$ cat src/rtl/syncer_arb_pkg.sv
// Shared definitions for the syncer_bus arbiter/sequencer.
package syncer_arb_pkg;

  // IDLE waits for a request; HOLD keeps the granted word steady on bus_out.
  typedef enum logic {
    ST_IDLE = 1'b0,
    ST_HOLD = 1'b1
  } arb_state_t;

endpackage

$ cat src/rtl/rr_arbiter.sv
// Combinational round-robin pick: the first requester with req high,
// starting the search one past the previous grant.
module rr_arbiter #(
  parameter int NUM_REQ = 4,
  parameter int IDX_W   = $clog2(NUM_REQ)
) (
  input  logic [NUM_REQ-1:0] req,
  input  logic [IDX_W-1:0]   last_grant,
  output logic               gnt_valid,
  output logic [IDX_W-1:0]   gnt_idx
);

  logic [IDX_W-1:0] w_idx;

  // The search runs from the farthest candidate to the nearest, so the
  // nearest requester after last_grant is the one that ends up selected.
  always_comb begin
    gnt_valid = 1'b0;
    gnt_idx   = '0;
    w_idx     = '0;
    for (int k = NUM_REQ; k >= 1; k--) begin
      w_idx = IDX_W'((int'(last_grant) + k) % NUM_REQ);
      if (req[w_idx]) begin
        gnt_valid = 1'b1;
        gnt_idx   = w_idx;
      end
    end
  end

endmodule

$ cat src/rtl/syncer_bus_arb.sv
// Round-robin arbiter and update sequencer in front of a shared syncer_bus.
// A granted word is held on bus_out for HOLD_CYCLES cycles, and then done is
// pulsed back to its requester.
//
//   state   | meaning
//   --------+----------------------------------------------
//   ST_IDLE | no transfer in progress, waiting for any req
//   ST_HOLD | granted word held on bus_out, cnt counting down
module syncer_bus_arb
  import syncer_arb_pkg::*;
#(
  parameter int NUM_REQ     = 4,
  parameter int WIDTH       = 8,
  parameter int HOLD_CYCLES = 16
) (
  input  logic                       clk,
  input  logic                       reset,
  input  logic [NUM_REQ-1:0]         req,
  input  logic [NUM_REQ*WIDTH-1:0]   req_data,
  output logic [NUM_REQ-1:0]         ack,
  output logic [NUM_REQ-1:0]         done,
  output logic [WIDTH-1:0]           bus_out,
  output logic [$clog2(NUM_REQ)-1:0] grant_id,
  output logic                       busy
);

  localparam int IDX_W = $clog2(NUM_REQ);
  localparam int CNT_W = $clog2(HOLD_CYCLES + 1);

  arb_state_t       r_state, w_state_nxt;
  logic [CNT_W-1:0] r_cnt, w_cnt_nxt;
  logic [WIDTH-1:0] r_bus, w_bus_nxt;
  logic [NUM_REQ-1:0] r_ack, w_ack_nxt;
  logic [NUM_REQ-1:0] r_done, w_done_nxt;
  logic             r_busy, w_busy_nxt;
  logic [IDX_W-1:0] r_gid, w_gid_nxt;
  logic [IDX_W-1:0] r_last, w_last_nxt;

  logic             w_gnt_valid;
  logic [IDX_W-1:0] w_gnt_idx;
  logic [WIDTH-1:0] w_sel_word;

  rr_arbiter #(
    .NUM_REQ (NUM_REQ),
    .IDX_W   (IDX_W)
  ) u_rr_arbiter (
    .req        (req),
    .last_grant (r_last),
    .gnt_valid  (w_gnt_valid),
    .gnt_idx    (w_gnt_idx)
  );

  // Pick the word of the requester the arbiter is selecting this cycle.
  always_comb begin
    w_sel_word = '0;
    for (int i = 0; i < NUM_REQ; i++) begin
      if (IDX_W'(i) == w_gnt_idx) w_sel_word = req_data[i*WIDTH +: WIDTH];
    end
  end

  // Next-state and next-output logic; req is only looked at while idle.
  always_comb begin
    w_state_nxt = r_state;
    w_cnt_nxt   = r_cnt;
    w_bus_nxt   = r_bus;
    w_ack_nxt   = '0;
    w_done_nxt  = '0;
    w_busy_nxt  = r_busy;
    w_gid_nxt   = r_gid;
    w_last_nxt  = r_last;
    case (r_state)
      ST_IDLE: begin
        if (w_gnt_valid) begin
          w_bus_nxt   = w_sel_word;
          w_gid_nxt   = w_gnt_idx;
          w_last_nxt  = w_gnt_idx;
          w_ack_nxt   = NUM_REQ'(1) << w_gnt_idx;
          w_busy_nxt  = 1'b1;
          w_cnt_nxt   = CNT_W'(HOLD_CYCLES - 1);
          w_state_nxt = ST_HOLD;
        end
      end
      ST_HOLD: begin
        if (r_cnt == '0) begin
          w_done_nxt  = NUM_REQ'(1) << r_gid;
          w_busy_nxt  = 1'b0;
          w_state_nxt = ST_IDLE;
        end else begin
          w_cnt_nxt = r_cnt - CNT_W'(1);
        end
      end
      default: w_state_nxt = ST_IDLE;
    endcase
  end

  // State and output registers; last grant resets to the top index so
  // requester 0 is searched first.
  always_ff @(posedge clk or posedge reset) begin
    if (reset) begin
      r_state <= ST_IDLE;
      r_cnt   <= '0;
      r_bus   <= '0;
      r_ack   <= '0;
      r_done  <= '0;
      r_busy  <= 1'b0;
      r_gid   <= '0;
      r_last  <= IDX_W'(NUM_REQ - 1);
    end else begin
      r_state <= w_state_nxt;
      r_cnt   <= w_cnt_nxt;
      r_bus   <= w_bus_nxt;
      r_ack   <= w_ack_nxt;
      r_done  <= w_done_nxt;
      r_busy  <= w_busy_nxt;
      r_gid   <= w_gid_nxt;
      r_last  <= w_last_nxt;
    end
  end

  assign ack      = r_ack;
  assign done     = r_done;
  assign bus_out  = r_bus;
  assign grant_id = r_gid;
  assign busy     = r_busy;

endmodule
$ cat config.mk
export PLATFORM = sky130hd
export DESIGN_NAME = syncer_bus_arb
export DESIGN_NICKNAME = d
export VERILOG_FILES = /design/src/rtl/syncer_arb_pkg.sv /design/src/rtl/rr_arbiter.sv /design/src/rtl/syncer_bus_arb.sv
export SDC_FILE = /design/constraint.sdc
export NUM_CORES = 1
export LEC_CHECK = 0
export ABC_AREA = 1
export CORE_UTILIZATION = 44
export CTS_CLUSTER_DIAMETER = 30
export DETAILED_ROUTE_END_ITERATION = 6
export GPL_TIMING_DRIVEN = 0
export PLACE_DENSITY = 0.87
export SYNTH_ARGS = -nofsm -noshare
export SYNTH_HDL_FRONTEND = slang
export SYNTH_SLANG_ARGS = --single-unit
$ cat constraint.sdc
create_clock -name clk -period 2.57 [get_ports clk]
set_input_delay 0.257 -clock clk [delete_from_list [all_inputs] [get_ports clk]]
set_output_delay 0.257 -clock clk [all_outputs]
set_load 0.03 [all_outputs]
==> results of run 1 <==
## worst paths after layout
kind,startpoint,endpoint,slack [ns],cells after the start
worst max-delay path,r_last[0],bus_out[2],0.52,14
max in group asynchronous,reset,bus_out[2],1.53,2
min in group clk,r_cnt[0],r_cnt[0],0.48,1
worst max register to register,r_last[0],bus_out[2],0.52,14
worst min register to register,r_cnt[0],r_cnt[0],0.48,1
worst min-delay path,reset,ack[1],0.45,2
## cell usage in the layout, fill, tap and decap left out, types with 3 or more instances in the layout
cell,instances
nor3_1,5
clkbuf_4,3
nand2_4,3
o21ai_2,4
inv_1,27
nor2_1,9
nand2_1,66
clkdlybuf4s50_1,56
nand2_2,6
nand3_1,19
o21ai_0,11
inv_2,3
nand4_1,11
dfrtp_1,25
## worst register-to-register path: cells and delay by family (launching register included)
family	cells	cell delay [ns]
buffers and inverters	3	0.33
DFF	1	0.62
and+or+nand+nor	11	1.00
## registers in the layout, summed over array words and instances (netlist names)
register  cells
r_last        2
busy          1
ack           4
grant_id      2
done          4
r_cnt         5
r_state       1
bus_out       8
## layer usage
layer  up-vias  GRT usage
met5         -          0
met4         0     0.0413
met3         2     0.0455
met2        45      0.366
met1       715      0.235
li1        790          -
## kinds of logic (layout without fill, tap and decap cells)
family / after synthesis / count (layout) / synth area share
flip-flops: 27 / 27 / 0.428
buffers and inverters: 36 / 96 / 0.100
adder cells (fa/ha/maj): 2 / 2 / 0.0158
AO/OA/AOI/OAI: 19 / 19 / 0.0704
AND/OR/NAND/NOR: 124 / 124 / 0.374
XOR/XNOR: 2 / 2 / 0.0111
## layout make-up
cell class | instances | area share
Buffer | 5 | 0.0179
Clock buffer | 3 | 0.0101
Clock inverter | 1 | 0.00337
Inverter | 31 | 0.0533
Multi-Input combinational cell | 147 | 0.334
Sequential cell | 27 | 0.304
Tap cell | 46 | 0.0258
Timing Repair Buffer | 56 | 0.251
## through the flow
| step | utilization | instances | instance area (um2) |
|---|---|---|---|
| 6_report | 0.658 | 316 | 2230 |
| 4_1_cts | 0.658 | 316 | 2230 |
| 3_3_place_gp | 0.649 | 312 | 2200 |
| 3_5_place_dp | 0.649 | 312 | 2200 |
| 5_1_grt | 0.658 | 316 | 2230 |
| 2_1_floorplan | - | 210 | 1580 |
## power groups by stage
stage / sequential (W) / clock, W / combinational (W)
6_report: 0.000700 / 0.000183 / 0.00204
5_1_grt: 0.000722 / 0.000208 / 0.00226
4_1_cts: 0.000700 / 0.000190 / 0.00205
3_5_place_dp: 0.000706 / 0 / 0.00204
3_3_place_gp: 0.000704 / 0 / 0.00198
2_1_floorplan: 0.000884 / 0 / 0.00130
==> out/metrics.csv, run 1 <==
stage,metric,value,unit
floorplan,Die Y,62.0,um
clock_network,# clock sinks,27,
setup_path,CP Data Required Time,2.80,ns
final_layout,Storage cell area,678,um2
routing,Initial DRT Pass Iterations,4,
setup_path,Startpoint Class,flop,
final_layout,share of cells above drive strength 1,0.122,
global_route,largest net degree at the start of global routing,28,
global_route,Total GRT Usage,0.199,
routing,total vias in the final route,1552,
placed_design,DP HPWL,2900,um
power,leak pwr,1.12,nW
power,Tot Pwr,0.00292,W
logic_synthesis,Yosys top cell by area,dfrtp_1,
sta,RSZ-0062 raised after global routing,no,
clock_network,Root Driver,clkbuf_4,
placed_design,Final GP Congestion,0.804,
routing,Post-Route M1 WL,1550,um
setup_path,CP top delay family,simple AND/OR/NAND/NOR gates,
logic_synthesis,post-synth top area share,0.395,
job,Max Cap Viol,0,
setup_path,Slowest cell on crit path,dfstp_2,
clock_network,Clock Path Buffers,2,
floorplan,core box area,3390,um2
logic_synthesis,Unique masters post-synth,25,
logic_synthesis,post-synthesis sequential area ratio,0.428,
min_path,min-delay worst type,input port to async pin,
power,Pwr per Cell Area,1310,nW/um2
sta,Setup TNS,0,ns
routing,final WL,3530,um
global_route,initial antenna violation count,0,
power,Clock power frac,0.063,
final_layout,fillers,293,
power,Seq pwr share,0.240,
sta,Worst Skew,0.00521,ns
routing,DRT iter0 DRCs,70,
logic_synthesis,synth warn,0,
floorplan,Die Span X,62.0,um
sta,worst slew pin tran,0.982,ns
floorplan,Starting Density,0.467,
setup_path,delay of the slowest critical-path stage,0.62,ns
logic_synthesis,Synth area leaders,"dfrtp_1, nand2_1, inv_1",
logic_synthesis,synthesized instance count,210,
final_layout,antenna cells,0,
power,Logic pwr share,0.697,
logic_synthesis,Post-Syn Area,1580,um2
setup_path,"most used cell, CP",nand2_1,
floorplan,die area,3840,um2
logic_synthesis,"FF+latch count, synth",27,
routing,drt wl/cell,11.2,um
sta,Hold Fails Final Rpt,0,
setup_path,critical path arrival,2.28,ns
clock_network,CTS tree,done,
placed_design,PortBufs,56,
routing,ANT nets after route,0,
logic_synthesis,most numerous cell in the Yosys netlist,nand2_1,
sta,minimum clock period,2.05,ns
floorplan,Site Rows,21,
placed_design,pre-CTS setup slack,0.454,ns
global_route,vias in the first global route,1416,
final_layout,nets,311,
setup_path,Worst setup EP type,flop,
logic_synthesis,"Primary FF master, synth",dfrtp_1,
clock_network,Resize count post-CTS,0,
logic_synthesis,Mapped Nets,250,
sta,Slew HR,0.344,
clock_network,post-CTS setup buffers,0,
clock_network,clock slew seen by the registers of the worst setup and hold paths,0.14,ns
final_layout,Multi-input gate area,746,um2
logic_synthesis,ys async rst share,1.00,
logic_synthesis,most frequent cells after synthesis,"nand2_1, inv_1, dfrtp_1",
routing,Residual DRC,0,
clock_network,CTS Hold Bufs,0,
final_layout,synthesis-to-finish area growth,40.9,%
setup_path,crit-path max FO,10,
sta,final setup vio count,0,
routing,uppermost layer routed,met4,
power,sw frac,0.519,
run_status,outcome,completed,
power,Switch Pwr,0.00151,W
clock_network,CTS buffer count,3,
sta,setup ws final,0.517,ns
sta,final hold slack,0.449,ns
routing,routed wl met3,158,um
global_route,first-pass GRT wire length,5660,um
power,Worst VDD drop,0.696,mV
setup_path,CP bufs+invs,3,
routing,met2 wire len,1800,um
sta,period utilisation layout,0.799,
routing,drt via density,4.91,
sta,fmax,487,MHz
logic_synthesis,"EDFF count, synth",0,
sta,max-slew violation count,0,
logic_synthesis,Synth Area per Inst,7.54,um2
floorplan,I/O Pins,57,
setup_path,Crit Path Category,flop to flop,
global_route,GRT Residual Overflow,0,
power,P_int,0.00140,W
clock_network,Clock Latency Late Sink,0.32,ns
clock_network,H-tree levels,1,
setup_path,critical path cell sequence,inv_2 -> nand2_1 -> nand2_1 -> nand2_1 -> nand2_2 -> nor2_2 -> nand2_1 -> nand3_4 -> inv_4 -> nand2_4 -> buf_6 -> nand4_1 -> nand2_1 -> nand2_1,
Power figures use the tool's default switching activity.
==> inputs of run 2 (changes only) <==
- CORE_UTILIZATION: 44 -> 40
- PLACE_DENSITY: 0.87 -> 0.84
- clock period: 2.57 -> 1.8 ns (I/O delays scaled with it)
==> run 2 against run 1 <==
  * Largest power group unchanged
  * Critical path depth unchanged
  * Clock power increased by 89%
  * Core utilization increased by 12 points
  * The run now ends with negative setup slack left
  * First-iteration DRC count increased by 74%
  * Via count increased by 22%
  * Critical path type unchanged
  * Die area increased by 9.7%
  * Flip-flop and latch count unchanged
  * Sequential power increased by 51%
  * Non-clock buffer count increased by 32
  * Hold slack got worse by 0.013 ns
==> out/metrics.csv, run 2 (synthesis gave the netlist of run 1 again) <==
stage,metric,value,unit,change
floorplan,Starting Density,0.426,,was 0.467
clock_network,# clock sinks,27,,unchanged
sta,fmax,447,MHz,was 487 MHz
sta,final setup vio count,23,,was 0
final_layout,max FFs per register,8,,unchanged
sta,Hold Fails Final Rpt,0,,unchanged
power,Tot Pwr,0.00658,W,was 0.00292 W
floorplan,core box area,3720,um2,was 3390 um2
floorplan,Site Rows,22,,was 21
clock_network,clock slew seen by the registers of the worst setup and hold paths,0.09,ns,was 0.14 ns
run_status,outcome,finished with violations,,was completed
floorplan,Die Y,64.9,um,was 62.0 um
final_layout,share of cells above drive strength 1,0.350,,was 0.122
setup_path,CP Data Required Time,1.97,ns,was 2.80 ns
setup_path,delay of the slowest critical-path stage,0.70,ns,was 0.62 ns
final_layout,nets,344,,was 311
global_route,first-pass GRT wire length,8590,um,was 5660 um
setup_path,Startpoint Class,flop,,unchanged
clock_network,Root Driver,clkbuf_8,,was clkbuf_4
placed_design,Final GP Congestion,0.808,,was 0.804
setup_path,crit-path max FO,8,,was 10
setup_path,FF-to-FF setup slack,-0.43,ns,was 0.52 ns
final_layout,Final Util,0.775,,was 0.658
power,leak pwr,1.41,nW,was 1.12 nW
setup_path,Crit Path Category,flop to flop,,unchanged
power,Pwr per Cell Area,2290,nW/um2,was 1310 nW/um2
power,Worst VDD drop,1.19,mV,was 0.696 mV
routing,Initial DRT Pass Iterations,4,,unchanged
run_status,failing checks,negative setup slack,,
routing,drt wl/cell,17.2,um,was 11.2 um
sta,RSZ-0062 raised after global routing,yes,,was no
routing,Residual DRC,0,,unchanged
global_route,Total GRT Usage,0.271,,was 0.199
setup_path,Critical R2R Capture,bus_out[7],,was bus_out[2]
floorplan,I/O Pins,57,,unchanged
final_layout,synthesis-to-finish area growth,82.0,%,was 40.9%
clock_network,CTS buffer count,3,,unchanged
setup_path,CP top delay family,simple AND/OR/NAND/NOR gates,,unchanged
clock_network,Clock Latency Late Sink,0.28,ns,was 0.32 ns
setup_path,Reg2Reg Launch Point,r_last[0],,unchanged
final_layout,antenna cells,0,,unchanged
global_route,largest net degree at the start of global routing,28,,unchanged
setup_path,critical path arrival,2.41,ns,was 2.28 ns
routing,final WL,6030,um,was 3530 um
routing,DRT iter0 DRCs,122,,was 70
setup_path,Reg2Reg Depth,14,,unchanged
setup_path,end point of the critical path,bus_out[7],,was bus_out[2]
floorplan,Die Span X,64.9,um,was 62.0 um
sta,minimum clock period,2.23,ns,was 2.05 ns
sta,Slew HR,0.346,,was 0.344
setup_path,CP bufs+invs,3,,unchanged
min_path,min-delay worst type,input port to async pin,,unchanged
setup_path,Stages on worst setup path,14,,unchanged
placed_design,PortBufs,56,,unchanged
sta,period utilisation layout,1.24,,was 0.799
clock_network,Clock Path Buffers,2,,unchanged
global_route,vias in the first global route,1824,,was 1416
setup_path,critical path cell sequence,inv_4 -> nand2_4 -> nand2_4 -> nand2_4 -> nand2_4 -> nor2_4 -> nand2_2 -> nand3_4 -> clkinv_4 -> buf_6 -> o21ai_2 -> nand3_1 -> nand2_1 -> nand2_1,,was inv_2 -> nand2_1 -> nand2_1 -> nand2_1 -> nand2_2 -> nor2_2 -> nand2_1 -> nand3_4 -> inv_4 -> nand2_4 -> buf_6 -> nand4_1 -> nand2_1 -> nand2_1
final_layout,fillers,221,,was 293
setup_path,crit path from,r_last[0],,unchanged
clock_network,H-tree levels,1,,unchanged
sta,max-slew violation count,0,,unchanged
job,Max Cap Viol,0,,unchanged
setup_path,Worst setup EP type,flop,,unchanged
setup_path,"most used cell, CP",nand2_4,,was nand2_1
sta,setup ws final,-0.435,ns,was 0.517 ns
placed_design,DP HPWL,2900,um,about the same
setup_path,Slowest cell on crit path,dfstp_2,,unchanged
final_layout,most frequent cells in the layout,"clkdlybuf4s50_1, nand2_1, inv_1, dfrtp_1, buf_4",,"was nand2_1, clkdlybuf4s50_1, inv_1, dfrtp_1, nand3_1"
global_route,initial antenna violation count,0,,unchanged
routing,drt via density,5.41,,was 4.91
global_route,GRT Residual Overflow,0,,unchanged
routing,ANT nets after route,0,,unchanged
final_layout,"most common cell after layout, fill and taps aside",clkdlybuf4s50_1,,was nand2_1
routing,total vias in the final route,1899,,was 1552
floorplan,die area,4210,um2,was 3840 um2
clock_network,CTS tree,done,,unchanged
sta,Worst Skew,0.00554,ns,was 0.00521 ns
sta,worst slew pin tran,0.980,ns,was 0.982 ns
run 2: worst min-delay path by stage:
| stage | endpoint | cells past startpoint |
|---|---|---|
| 2_1_floorplan | ack[0] | 1 |
| 3_3_place_gp | r_cnt[0] | 1 |
| 3_5_place_dp | r_cnt[0] | 1 |
| 4_1_cts | ack[3] | 2 |
| 5_1_grt | bus_out[0] | 2 |
| 6_report | r_cnt[3] | 2 |
run 2: layout make-up:
cell class,count,area (um2),share of cell area
inverter,31,131,0.0456
multi-input combinational,147,986,0.342
timing repair buffer,89,920,0.319
sequential,27,678,0.235
buffer,4,52.6,0.0182
tap,48,60.1,0.0209
clock buffer,4,45.0,0.0156
timing repair inverter,1,7.51,0.00261
run 2: power by group:
| part | internal (W) | switching [W] |
|---|---|---|
| Sequential | 0.000853 | 0.000211 |
| Combinational | 0.00225 | 0.00292 |
| Clock | 0.000159 | 0.000187 |
run 2: stage by stage:
stage | std cells | setup TNS, ns | cell area (um2) | setup slack (ns) | hold WS (ns)
floorplan | 210 | 0 | 1580 | 0.0147 | 0.231
CTS | 341 | -1.01 | 2670 | -0.145 | 0.471
finish | 351 | -6.51 | 2880 | -0.435 | 0.436
global placement | 314 | -1.91 | 2200 | -0.193 | 0.453
detailed placement | 314 | -2.39 | 2200 | -0.209 | 0.458
global route | 351 | -7.99 | 2880 | -0.537 | 0.496
run 2: layer usage:
metal / GRT usage / routed length, um
met1: 0.314 / 2320
met2: 0.478 / 2990
met3: 0.0493 / 465
met4: 0.125 / 257
met5: 0 / 0
run 2: what timing repair did:
action / CTS / global route
pin swaps: 26 / 17
hold buffers: 0 / 0
setup endpoints to repair: 18 / 23
cloned: 3 / 1
setup buffers: 22 / 10
gates resized for setup: 66 / 31
